File: config.mk
export PLATFORM = sky130hd
export DESIGN_NAME = dilithium_input_packer
export DESIGN_NICKNAME = d
export VERILOG_FILES = /design/src/rtl/dilithium_input_packer.sv
export SDC_FILE = /design/constraint.sdc
export NUM_CORES = 1
export LEC_CHECK = 0
export ABC_AREA = 1
export CORE_MARGIN = 3
export CORE_UTILIZATION = 40
export CTS_CLUSTER_SIZE = 28
export DETAILED_ROUTE_END_ITERATION = 12
export HOLD_SLACK_MARGIN = 0.03
export MAX_ROUTING_LAYER = met4
export PLACE_DENSITY = 0.67
export RECOVER_POWER = 25
export SLEW_MARGIN = 0
export SYNTH_ARGS = -nofsm -noshare
export SYNTH_HDL_FRONTEND = slang
export SYNTH_SLANG_ARGS = --single-unit
File: constraint.sdc
create_clock -name clk -period 1.2 [get_ports clk]
set_input_delay 0.18 -clock clk [delete_from_list [all_inputs] [get_ports clk]]
set_output_delay 0.18 -clock clk [all_outputs]
set_load 0.01 [all_outputs]
File: src/rtl/dilithium_input_packer.sv
// Packs pairs of host words into double-width core words, little-endian, with
// zero padding of an odd final word and a wrapping count of delivered words.
module dilithium_input_packer #(
  parameter int IN_W  = 32,
  parameter int OUT_W = 2*IN_W,  // only 2*IN_W is meaningful
  parameter int CNT_W = 16
) (
  input  logic             clk,
  input  logic             rst,
  input  logic             clear,
  input  logic             valid_i,
  output logic             ready_i,
  input  logic [IN_W-1:0]  data_i,
  input  logic             last_i,
  output logic             valid_o,
  input  logic             ready_o,
  output logic [OUT_W-1:0] data_o,
  output logic             last_o,
  output logic [CNT_W-1:0] count_o
);

  logic [IN_W-1:0] lo_r;
  logic            have_lo_r;
  logic            host_xfer_s;
  logic            core_xfer_s;
  logic            load_s;

  // Handshake decode; ready_i depends only on state and ready_o.
  always_comb begin
    ready_i     = !valid_o || ready_o;
    host_xfer_s = valid_i && ready_i;
    core_xfer_s = valid_o && ready_o;
    load_s      = host_xfer_s && (have_lo_r || last_i);
  end

  // Pairing datapath, output register and delivered-word counter.
  always_ff @(posedge clk) begin
    if (rst || clear) begin
      lo_r      <= '0;
      have_lo_r <= 1'b0;
      data_o    <= '0;
      last_o    <= 1'b0;
      valid_o   <= 1'b0;
      count_o   <= '0;
    end else begin
      if (host_xfer_s) begin
        if (have_lo_r) begin
          data_o    <= {data_i, lo_r};
          last_o    <= last_i;
          have_lo_r <= 1'b0;
        end else if (last_i) begin
          data_o <= {{IN_W{1'b0}}, data_i};
          last_o <= 1'b1;
        end else begin
          lo_r      <= data_i;
          have_lo_r <= 1'b1;
        end
      end
      // A new load wins over a departing word so back-to-back output has no bubble.
      if (load_s) begin
        valid_o <= 1'b1;
      end else if (core_xfer_s) begin
        valid_o <= 1'b0;
      end
      if (core_xfer_s) begin
        count_o <= count_o + {{(CNT_W-1){1'b0}}, 1'b1};
      end
    end
  end

endmodule
==> results.txt <==
Status = complete, but fails checks
Failing checks = negative setup slack
Nets = 810
Antenna Nets Post-Route = 0
GRT Total Usage = 21.27%
Count of cell types in the netlist = 26
Area share of the largest cell type after synthesis = 49.76%
Final worst setup slack = -0.04118 ns
Top cells by area, synth = dfxtp_1 50%, o21ai_0 10%, nand3_1 8.0%
Sink Count = 115
Root Driver = clkbuf_16
Crit path required time = 1.53 ns
Placed wire-length estimate = 9.093 mm
Worst path slowest cell = dfxtp_4
Reg power frac = 42.0%
Design area = 0.007000 mm²
Largest net degree at the start of global routing = 38
Setup TNS = -0.1117 ns
CTS tree = done
Min Hold Slack = 0.3364 ns
Clock latency on the worst-skew pair = 0.40 ns
Htree depth = 4
Slew Viols, Final = 0
Diode count = 0
Gate power share = 9.4%
Filler cells = 989
Placed cells = 886
DRT Wirelength = 13.46 mm
Vias/cell = 5.052
Final hold violations = 0
Crit-path max FO = 5
Pwr dens = 1333 mW/mm²
Initial DRC count = 274
Final setup fails = 5
Int Power = 0.007111 W
CP Capture Type = flip-flop
TritonCTS Buffers = 17
Initial antenna violation count = 0
NetSw = 0.002221 W
Seq/Total Area, Yosys = 49.76%
Setup WS pre-CTS = -0.4312 ns
DR pass1 iterations = 4
Ys Warns = 0
Worst setup path class = flip-flop to flip-flop
P_leak = 2.800 nW
Die area = 0.01289 mm²
Max-cap violations = 0
Syn Inst Count = 626
Vias in the first global route = 4544
Critical Path Source Type = flip-flop
Crit-path cells = buf_6 -> nand2_2 -> nor2_4 -> nand2_2 -> nor2_4 -> nand3_2 -> nand2_1 -> inv_1 -> nor2_1
Initial core utilization = 41.77%
Die width = 113.6 µm
Syn Area/Cell = 7.391 µm²
Share of cells above drive strength 1 = 26.95%
Number of remaining DRC errors = 0
# rows = 38
P&R area growth vs syn = 51.30%
Worst rel slew slack = 66.77%
I/O Buffers = 120
Switching share of power = 23.80%
Reg clk slew, reported paths = 0.05 ns
Hold/Removal Path Class = primary input to flip-flop
Fin Clk Skew = 0.01273 ns
Max clock buf depth = 2
Final min period = 1.241 ns
Max stage delay on crit path = 0.37 ns
Routed wire length per instance = 14.59 µm
Gpl congestion = 0.7974
Placed cell area = 0.006182 mm²
Final Non-Filler Cells = 923
Tcrit/Tclk final = 103.4%
Syn nets = 665
Number of synthesized register bits = 115
Die Ht = 113.6 µm
Core area = 0.01108 mm²
Worst-margin pin slew = 0.4985 ns
Post-Synthesis Cell Area = 0.004627 mm²
CP Data Arrival Time = 1.57 ns
Top Ports = 121
RSZ-0062 raised after global routing = yes
Fmax = 805.7 MHz
Worst vdd ir = 0.8225 mV
Leading area contributor after synthesis = dfxtp_1
Clk pwr share = 48.6%
Total gr overflow = 0
DR vias = 4663
First-pass GRT wire length = 21.66 mm
Yosys cell counts (all sizes together):
library cell / count
o21bai: 1
o21a: 1
nand4: 1
nor2: 87
a22oi: 1
dfxtp: 115
ha: 1
nand2: 100
or2: 1
inv: 53
nand3: 75
clkbuf: 18
nor3: 4
o21ai: 101
buf: 23
a21oi: 44
stage by stage:
stage                     utilization (%)  power, W
final                               63.19  0.009332
after global routing                63.19  0.009705
after CTS                           60.79  0.009292
after detailed placement            55.81  0.004779
after global placement              55.81  0.004765
after floorplan                         -  0.004387
power groups by stage:
stage          Clock [W]  Combinational (W)  Sequential (W)
3_3_place_gp           0           0.000757         0.00401
6_report         0.00454           0.000874         0.00392
5_1_grt          0.00482           0.000954         0.00393
2_1_floorplan          0           0.000363         0.00402
4_1_cts          0.00462           0.000749         0.00393
3_5_place_dp           0           0.000770         0.00401
registers in the layout, indices dropped and copies added (netlist names):
register and cells:
count_o 16, data_o 64, valid_o 1, have_lo_r 1, last_o 1, lo_r 32
layer usage:
| metal | wire length, µm | share of wire [%] | up-vias | track usage (%) |
|---|---|---|---|---|
| li1 | - | - | 2334 | - |
| met1 | 6006 | 45 | 2180 | 26.22 |
| met2 | 6558 | 49 | 141 | 34.35 |
| met3 | 824 | 6.1 | 8 | 5.517 |
| met4 | 73 | 0.54 | 0 | 6.490 |
| met5 | 0 | 0 | - | - |
timing repair:
action	CTS	global route
pin swaps	10	13
setup endpoints to repair	116	179
gates cloned	0	2
buffers inserted	0	4
hold buffers	0	0
gates resized for setup	176	194
worst max-delay path: cells and delay by family, from the launching register on:
kind | cells | cell delay, ns
buf+inv | 2 | 0.15
flops | 1 | 0.37
simple gates | 7 | 0.67
path summary, 6_finish.rpt:
path | startpoint | end | slack, ns | cells past startpoint
max | count_o[1] | count_o[13] | -0.04 | 9
min | ready_o | valid_o | 0.34 | 4
max reg2reg | count_o[1] | count_o[13] | -0.04 | 9
min reg2reg | lo_r[7] | lo_r[7] | 0.46 | 2
cells in the final DEF, fill, tap and decap left out, drive strengths merged, types with 3 or more instances in the layout:
master         Yosys  layout
nor3               4       4
clkinv             0       5
nand3             75      75
o21ai            101     101
buf               23      55
clkinvlp           0       3
a21oi             44      44
clkdlybuf4s50      0      36
nand2            100     100
clkbuf            18      54
dfxtp            115     115
inv               53      54
nor2              87      87
clkdlybuf4s15      0      41
dlygate4sd2        0       3
layout make-up:
cell class                 count  area (µm²)  area share (%)
multi-input combinational    417        2181           31.15
timing repair buffer         167        1545           22.07
inverter                      53       209.0           2.985
clock inverter                 9       53.80          0.7685
tap                          140       175.2           2.502
sequential                   115        2351           33.58
clock buffer                  22       485.5           6.935
kinds of logic after synthesis:
| family | synth area share [%] |
|---|---|
| and+or+nand+nor | 24.82 |
| AOI/OAI and AO/OA | 16.17 |
| DFF | 49.76 |
| buffers and inverters | 8.978 |
| adders and majority gates | 0.2704 |
No activity file was read; power rests on OpenSTA's default activity.
